[src/rtl/cpu6_timer.sv]
// -----------------------------------------------------------------------------
// cpu6_timer
//
// Memory-mapped machine timer. It answers the cpu6_core M-stage data port,
// holds a 64-bit free-running mtime counter and a 64-bit mtimecmp register,
// and drives the registered timer interrupt request tmr_irq_r.
//
// Bus protocol (single-cycle, no wait states, no valid/ready):
//   - hit is a pure decode of dataaddr against the 32-byte window.
//   - A write commits on the rising edge where memwrite & hit is high.
//   - readdata follows dataaddr combinationally and is 0 when hit is 0,
//     so the SoC read mux can OR or select it freely. A read in the cycle
//     after a write returns the newly written value.
//
// Ports
//   clk         in   1   single clock, all state on the rising edge
//   reset       in   1   asynchronous, active-low reset
//   memwrite    in   1   core store strobe
//   dataaddr    in   32  core data address; bits [1:0] ignored
//   writedata   in   32  core store data
//   readdata    out  32  register read data (combinational)
//   hit         out  1   dataaddr is inside the timer window
//   csr_mtie_r  in   1   mie.MTIE from the core CSR file
//   tmr_irq_r   out  1   registered timer interrupt request
//
// Register map (offset from BASE_ADDR)
//   0x00 MTIME_LO  RW     0x04 MTIME_HI  RW
//   0x08 CMP_LO    RW     0x0C CMP_HI    RW
//   0x10 CTRL      RW  [0]=EN, [8+DIV_W-1:8]=DIV
//   0x14 STATUS    RO  [0]=mtip, [1]=tmr_irq_r
//   0x18, 0x1C     reserved, read 0
//
// mtimecmp is not interlocked: writing it one half at a time can produce a
// transient match, so software writes CMP_HI to all-ones first.
// -----------------------------------------------------------------------------
module cpu6_timer #(
    parameter logic [31:0] BASE_ADDR = 32'h0200_0000,
    parameter int          DIV_W     = 8
) (
    input  logic        clk,
    input  logic        reset,
    input  logic        memwrite,
    input  logic [31:0] dataaddr,
    input  logic [31:0] writedata,
    output logic [31:0] readdata,
    output logic        hit,
    input  logic        csr_mtie_r,
    output logic        tmr_irq_r
);

    // -------------------------------------------------------------------------
    // State
    // -------------------------------------------------------------------------
    logic [63:0]      mtime;
    logic [63:0]      mtimecmp;
    logic             ctrl_en;
    logic [DIV_W-1:0] ctrl_div;
    logic [DIV_W-1:0] presc_cnt;

    // -------------------------------------------------------------------------
    // Address decode
    // -------------------------------------------------------------------------
    logic sel_mtime_lo;
    logic sel_mtime_hi;
    logic sel_cmp_lo;
    logic sel_cmp_hi;
    logic sel_ctrl;
    logic sel_status;

    assign hit = (dataaddr[31:5] == BASE_ADDR[31:5]);

    // Word offset lives in [4:2]; the byte lane bits are don't-care.
    always_comb begin
        sel_mtime_lo = 1'b0;
        sel_mtime_hi = 1'b0;
        sel_cmp_lo   = 1'b0;
        sel_cmp_hi   = 1'b0;
        sel_ctrl     = 1'b0;
        sel_status   = 1'b0;
        if (hit) begin
            casez (dataaddr[4:0])
                5'b000??: sel_mtime_lo = 1'b1;
                5'b001??: sel_mtime_hi = 1'b1;
                5'b010??: sel_cmp_lo   = 1'b1;
                5'b011??: sel_cmp_hi   = 1'b1;
                5'b100??: sel_ctrl     = 1'b1;
                5'b101??: sel_status   = 1'b1;
                default:  ;
            endcase
        end
    end

    logic wr_mtime_lo;
    logic wr_mtime_hi;
    logic wr_cmp_lo;
    logic wr_cmp_hi;
    logic wr_ctrl;

    assign wr_mtime_lo = memwrite & sel_mtime_lo;
    assign wr_mtime_hi = memwrite & sel_mtime_hi;
    assign wr_cmp_lo   = memwrite & sel_cmp_lo;
    assign wr_cmp_hi   = memwrite & sel_cmp_hi;
    assign wr_ctrl     = memwrite & sel_ctrl;

    // -------------------------------------------------------------------------
    // Prescaler
    // -------------------------------------------------------------------------
    // tick fires when the count reaches DIV, so the period is DIV+1 cycles
    // and DIV=0 ticks every cycle. Because a CTRL write clears the count,
    // presc_cnt can never sit above a newly written (smaller) DIV.
    logic tick;

    assign tick = ctrl_en && (presc_cnt == ctrl_div);

    always_ff @(posedge clk or negedge reset) begin
        if (!reset) begin
            ctrl_en  <= 1'b1;
            ctrl_div <= '0;
        end else if (wr_ctrl) begin
            ctrl_en  <= writedata[0];
            ctrl_div <= writedata[8 +: DIV_W];
        end
    end

    always_ff @(posedge clk or negedge reset) begin
        if (!reset) begin
            presc_cnt <= '0;
        end else if (wr_ctrl) begin
            presc_cnt <= '0;
        end else if (ctrl_en) begin
            if (presc_cnt == ctrl_div) begin
                presc_cnt <= '0;
            end else begin
                presc_cnt <= presc_cnt + 1'b1;
            end
        end
    end

    // -------------------------------------------------------------------------
    // mtime
    // -------------------------------------------------------------------------
    // A software write to either half wins over the tick: the written half
    // takes writedata, the other half holds, and that cycle's increment is
    // lost. Otherwise the full 64-bit value increments and wraps silently.
    always_ff @(posedge clk or negedge reset) begin
        if (!reset) begin
            mtime <= '0;
        end else if (wr_mtime_lo) begin
            mtime[31:0] <= writedata;
        end else if (wr_mtime_hi) begin
            mtime[63:32] <= writedata;
        end else if (tick) begin
            mtime <= mtime + 64'd1;
        end
    end

    // -------------------------------------------------------------------------
    // mtimecmp
    // -------------------------------------------------------------------------
    always_ff @(posedge clk or negedge reset) begin
        if (!reset) begin
            mtimecmp <= '1;
        end else if (wr_cmp_lo) begin
            mtimecmp[31:0] <= writedata;
        end else if (wr_cmp_hi) begin
            mtimecmp[63:32] <= writedata;
        end
    end

    // -------------------------------------------------------------------------
    // Compare and interrupt
    // -------------------------------------------------------------------------
    logic mtip;

    assign mtip = (mtime >= mtimecmp);

    // Level interrupt, one cycle behind the compare / MTIE; it drops only when
    // software moves mtimecmp or mtime, or clears MTIE.
    always_ff @(posedge clk or negedge reset) begin
        if (!reset) begin
            tmr_irq_r <= 1'b0;
        end else begin
            tmr_irq_r <= mtip & csr_mtie_r;
        end
    end

    // -------------------------------------------------------------------------
    // Read mux
    // -------------------------------------------------------------------------
    logic [31:0] ctrl_rdata;
    logic [31:0] status_rdata;

    always_comb begin
        ctrl_rdata              = '0;
        ctrl_rdata[0]           = ctrl_en;
        ctrl_rdata[8 +: DIV_W]  = ctrl_div;
    end

    assign status_rdata = {30'b0, tmr_irq_r, mtip};

    always_comb begin
        readdata = '0;
        if (sel_mtime_lo) readdata = mtime[31:0];
        if (sel_mtime_hi) readdata = mtime[63:32];
        if (sel_cmp_lo)   readdata = mtimecmp[31:0];
        if (sel_cmp_hi)   readdata = mtimecmp[63:32];
        if (sel_ctrl)     readdata = ctrl_rdata;
        if (sel_status)   readdata = status_rdata;
    end

endmodule
[config.mk]
export PLATFORM = sky130hd
export DESIGN_NAME = cpu6_timer
export DESIGN_NICKNAME = d
export VERILOG_FILES = /design/src/rtl/cpu6_timer.sv
export SDC_FILE = /design/constraint.sdc
export NUM_CORES = 1
export LEC_CHECK = 0
export ABC_AREA = 0
export ABC_CLOCK_PERIOD_IN_PS = 4600
export CAP_MARGIN = 20
export CORE_MARGIN = 3
export CORE_UTILIZATION = 43
export DETAILED_ROUTE_END_ITERATION = 7
export PLACE_DENSITY = 0.72
export SLEW_MARGIN = 10
export SYNTH_ARGS = -nofsm -noshare
export SYNTH_HDL_FRONTEND = slang
export SYNTH_SLANG_ARGS = --single-unit
[constraint.sdc]
create_clock -name clk -period 4.6 [get_ports clk]
set_input_delay 0.46 -clock clk [delete_from_list [all_inputs] [get_ports clk]]
set_output_delay 0.46 -clock clk [all_outputs]
set_load 0.05 [all_outputs]
Yosys cells after proc, flatten, opt, wreduce, memory -nomap -nowiden
Index checks and enable logic that the tools add are counted.

Word-level logic and storage cells: 60. Flip-flop bits (word level): 146. Input bits: 68. Output and inout bits: 34.

Bitwise operators: 8. Order comparisons: 1. Reductions and logical operators: 8. Eq/ne operators: 8. Mux-type cells: 25. Add/subtract/negate cells: 2.

Operators by type and width (count): 2-to-1 mux 32 bit (9); adder 64 x 1 -> 64 bit, second input constant (1); >= comparator 64 bit (1); 2-to-1 mux 64 bit (1); equality test 27 x 21 -> 1 bit, second input constant (1); 2-to-1 mux 8 bit (3); 2-to-1 mux 1 bit (12); adder 8 x 1 -> 8 bit, second input constant (1); equality test 8 bit (1); bitwise AND 1 bit (6); equality test 3 x 2 -> 1 bit, second input constant (2); equality test 3 bit, second input constant (2); AND reduction 2 bit (3); nonzero test 2 bit (3); equality test 3 x 1 -> 1 bit, second input constant (1); zero test 3 bit (1); != test 2 bit, second input constant (1); NOT 1 bit (2); logical AND 1 bit (1).

Logic depth before layout (Yosys ltp)
Depth in word-level cells: 9. Depth in mapped cells: 9. Mapped depth without buffers: 9.

Worst setup path before layout
No wires, ideal clock.

Path type: input -> output. From: in dataaddr[17]. To: out readdata[16]. Required time: 4.140 ns. Buffers on the path: 2. Data arrival time: 2.571 ns. Cell stages on the path: 8. Slack: 1.569 ns. Cells stage by stage: nor4_1 > nand4_1 > or4_1 > buf_2 > nor2_4 > buf_1 > a22oi_1 > nand2_1.

Word-level cells in the longest chain between the ends: 8. Elaborated cells on any way between the ends: 13. Those cells by class: 1 x eq/ne; 12 x mux.

RTL lines: from (decl) (RTL line 43) `input logic [31:0] dataaddr,`; equality test 27 x 21 -> 1 bit (*) (RTL line 70) `assign hit = (dataaddr[31:5] == BASE_ADDR[31:5]);`; 2-to-1 mux 1 bit (RTL line 80) `if (hit) begin`; 2-to-1 mux 32 bit (RTL line 203) `if (sel_mtime_lo) readdata = mtime[31:0];`; 2-to-1 mux 32 bit (RTL line 204) `if (sel_mtime_hi) readdata = mtime[63:32];`; 2-to-1 mux 32 bit (RTL line 205) `if (sel_cmp_lo) readdata = mtimecmp[31:0];`; 2-to-1 mux 32 bit (RTL line 206) `if (sel_cmp_hi) readdata = mtimecmp[63:32];`; 2-to-1 mux 32 bit (RTL line 207) `if (sel_ctrl) readdata = ctrl_rdata;`; 2-to-1 mux 32 bit (*) (RTL line 208) `if (sel_status) readdata = status_rdata;`; to (decl) (RTL line 45) `output logic [31:0] readdata,`.

Mark *: on every way between the ends. The rest lies on a longest branch, timed or not.

Worst setup path in the final report
From: reg mtimecmp[58]. To: out readdata[0].

Word-level cells in the longest chain between the ends: 2.

RTL lines: from (decl) (RTL line 55) `logic [63:0] mtimecmp;`; from (signal assigned) (RTL line 166) `mtimecmp[63:32] <= writedata;`; >= comparator 64 bit (RTL line 175) `assign mtip = (mtime >= mtimecmp);`; 2-to-1 mux 32 bit (RTL line 208).

Every way passes these cells.

==> results.json <==
{
  "status": "complete, no violations",
  "avgSynthCellArea_sq_um": 9.213,
  "layout_common_cells": "102 x nand2_1, 81 x dfrtp_1, 80 x a21oi_1",
  "fill_cells": 1977,
  "endpoint": "readdata[0]",
  "cts_made_buffers": 17,
  "hpwl_um": 21770,
  "final_common_cell": "nand2_1",
  "r2r_start": "mtime[48]$_DFFE_PN0P_",
  "placed_cell_area_sq_um": 11410,
  "area_growth_pct": 22.02,
  "critPathRequiredTime_ps": 4140,
  "finClkSkew_ps": 8.806,
  "cp_max_fo": 3,
  "power_frac_comb_pct": 4.6,
  "yosys.area_share.adder_pct": 8.409,
  "max-cap-violations": 0,
  "clk_latency_ps": 440,
  "switching_share_pct": 23.06,
  "rrSetupSlack_ps": 1350,
  "cp_num_buf_inv": 2,
  "wl_um": 30680,
  "max_freq_ghz": 0.2482,
  "holdWs_ps": 36.96,
  "grt_pass1_vias": 8810,
  "synth_cell_types": 68,
  "synthCells": 1066,
  "dieArea_sq_um": 24690,
  "detail-route-antenna-nets": 0,
  "postLayoutCoreUtil_pct": 54.07,
  "p_per_area_nw_per_um2": 230.9,
  "seq_area_sq_um": 3735,
  "drc_errors": 0,
  "power_frac_seq_pct": 46.6,
  "fin_tns_setup_ps": 0,
  "synthMuxAreaShare_pct": 9.861,
  "cp_num_cells": 10,
  "post_cts_resized": 0,
  "antennaDiodeCount": 0,
  "grt_max_degree": 69,
  "drive_above_1_share_pct": 21.04,
  "hold_viol": 0,
  "cts_tree": "yes",
  "ioPinCount": 102,
  "power.share.clock_pct": 48.9,
  "vias": 8994,
  "synth_top_family_by_area": "compound AO/OA/AOI/OAI gates",
  "firstDrtPassIters": 5,
  "antenna_found_initial": 0,
  "clk_pin_slew_ps": 60,
  "initial_core_util_pct": 44.31,
  "synth-xor-area-share_pct": 2.943,
  "grt_overflow": 0,
  "layout_min_cycle_time_ps": 4030,
  "async_flop_share_pct": 100.0,
  "clk_path_buf_depth": 2,
  "rsz0062_at_grt": "false",
  "slew_headroom_pct": 29.78,
  "grt_use_total_pct": 25.17,
  "ys_warn_count": 0,
  "globalplace.congestion": 0.9240,
  "crit_chain": "inv_1 > ha_1 > nand4_1 > nor4_1 > nand4_1 > a211oi_1 > nor4_1 > o211ai_1 > a22o_1 > dlymetal6s2s_1",
  "die_y_um": 157.1,
  "worstSetupStartpointType": "flip-flop",
  "drtIter0Drc": 908,
  "clock_sinks": 146,
  "hold_buffers": 0,
  "htreeDepth": 4,
  "post_cts_buffers": 0,
  "power.leakage_nw": 4.818,
  "final_area_sq_um": 11980,
  "placementRows": 54,
  "period_share_pct": 87.60,
  "synth-main-ff-cell": "dfrtp_1",
  "grt_pass1_wl_um": 48570,
  "crit_family": "simple AND/OR/NAND/NOR gates",
  "hp-class": "input port to async pin",
  "root_buffer": "clkbuf_16",
  "reg2reg_depth": 7,
  "cp_slowest_cell": "nor4_1",
  "intPower_mw": 2.129,
  "crit_arrival_ps": 3570,
  "die-width_um": 157.1,
  "port-buffer-count": 99,
  "ir_drop_v": 0.0002172,
  "synth_nets": 1200,
  "synth_area_sq_um": 9821,
  "synth_compound_area_share_pct": 18.44,
  "r2r-end": "mtime[59]$_DFFE_PN0P_",
  "setup_viol": 0,
  "post_drt_wl_per_cell_um": 21.17,
  "startpoint": "mtimecmp[58]$_DFFE_PN1P_",
  "synth_edf_count": 0,
  "worstSetupPathType": "flip-flop to output pin",
  "core-area_sq_um": 22160,
  "synthSimpleGateAreaFrac_pct": 17.07,
  "fin_nets": 1290,
  "worst_pin_slew_ps": 1048,
  "viasPerCell": 6.207,
  "slowest_delay_ps": 600,
  "maxSlewViolCount": 0,
  "p_switching_mw": 0.6380,
  "critPathCaptureType": "output pin",
  "ys_ff_latch": 146,
  "ys_seq_area_share_pct": 38.03,
  "multi_input_area_sq_um": 5598
}
state kept, by name, summed over array words and instances, names as in the netlist:
signal	flops
mtime	64
mtimecmp	64
ctrl_div	8
presc_cnt	8
ctrl_en	1
tmr_irq_r	1
cells by family (layout without fill, tap and decap cells):
| group | Yosys count | after routing |
|---|---|---|
| xor gates and xnor gates | 33 | 33 |
| buffers and inverters | 128 | 231 |
| muxes | 85 | 85 |
| adders and majority gates | 66 | 66 |
| DFF | 146 | 146 |
| AOI/OAI and AO/OA | 287 | 287 |
| and+or+nand+nor | 321 | 321 |
routing by layer:
metal | vias to the layer above | global-route usage (%) | routed length (um)
met5 | - | 0 | 0
met4 | 0 | 8.719 | 954
met3 | 72 | 4.949 | 2205
met2 | 397 | 40.80 | 14470
met1 | 4418 | 33.78 | 13060
li1 | 4107 | - | -
power by group through the flow:
stage | Clock [mW] | Sequential [mW] | Combinational, mW
finish | 1.35 | 1.29 | 0.127
global route | 1.42 | 1.29 | 0.136
CTS | 1.36 | 1.29 | 0.128
detailed placement | 0 | 1.31 | 0.127
global placement | 0 | 1.31 | 0.126
floorplan | 0 | 1.31 | 0.0155
cells in the mapped netlist, types with 8 or more instances:
library cell  count  share of area, %
inv_1            77               2.9
o22ai_1          15              0.96
mux2_2           69               7.9
nand2_1         102               3.9
a22oi_1          49               3.7
xor2_1           22               2.0
nor2_1           52               2.0
nand4_1          34               2.2
nor3_1           10              0.51
xnor2_1          11              0.98
and4_1            8              0.71
nand3_1          36               1.8
nor4_1           14              0.89
a21oi_1          80               4.1
clkbuf_1         17              0.65
and3_1           24               1.5
dfrtp_1          81                21
mux2i_1           9              0.92
ha_1             66               8.4
dfstp_2          65                17
o21ai_0          72               3.7
buf_2            27               1.4
per-stage QoR:
stage                     total power, mW  instances  worst slack [ps]
after floorplan                     1.326       1066              1569
after global routing                2.846       1449             368.3
after CTS                           2.781       1449             64.09
after detailed placement            1.437       1417             581.0
after global placement              1.436       1417             586.9
final                               2.767       1449             570.3
how the worst min path moves through the flow:
stage / start / end / slack [ps]
global placement: reset / mtime[49]$_DFFE_PN0P_ / 520
finish: reset / mtime[49]$_DFFE_PN0P_ / 40
detailed placement: reset / mtime[49]$_DFFE_PN0P_ / 520
global route: reset / mtime[49]$_DFFE_PN0P_ / 70
CTS: reset / mtime[49]$_DFFE_PN0P_ / 60
floorplan: reset / ctrl_div[0]$_DFFE_PN0P_ / 160
final cells by class:
cell class,count,share of cell area (%)
Clock buffer,23,3.989
Clock inverter,9,0.6892
Inverter,77,2.412
Multi-Input combinational cell,792,46.72
Sequential cell,146,31.17
Tap cell,280,2.924
Timing Repair Buffer,122,12.10
(Power assumes the default switching activity.)
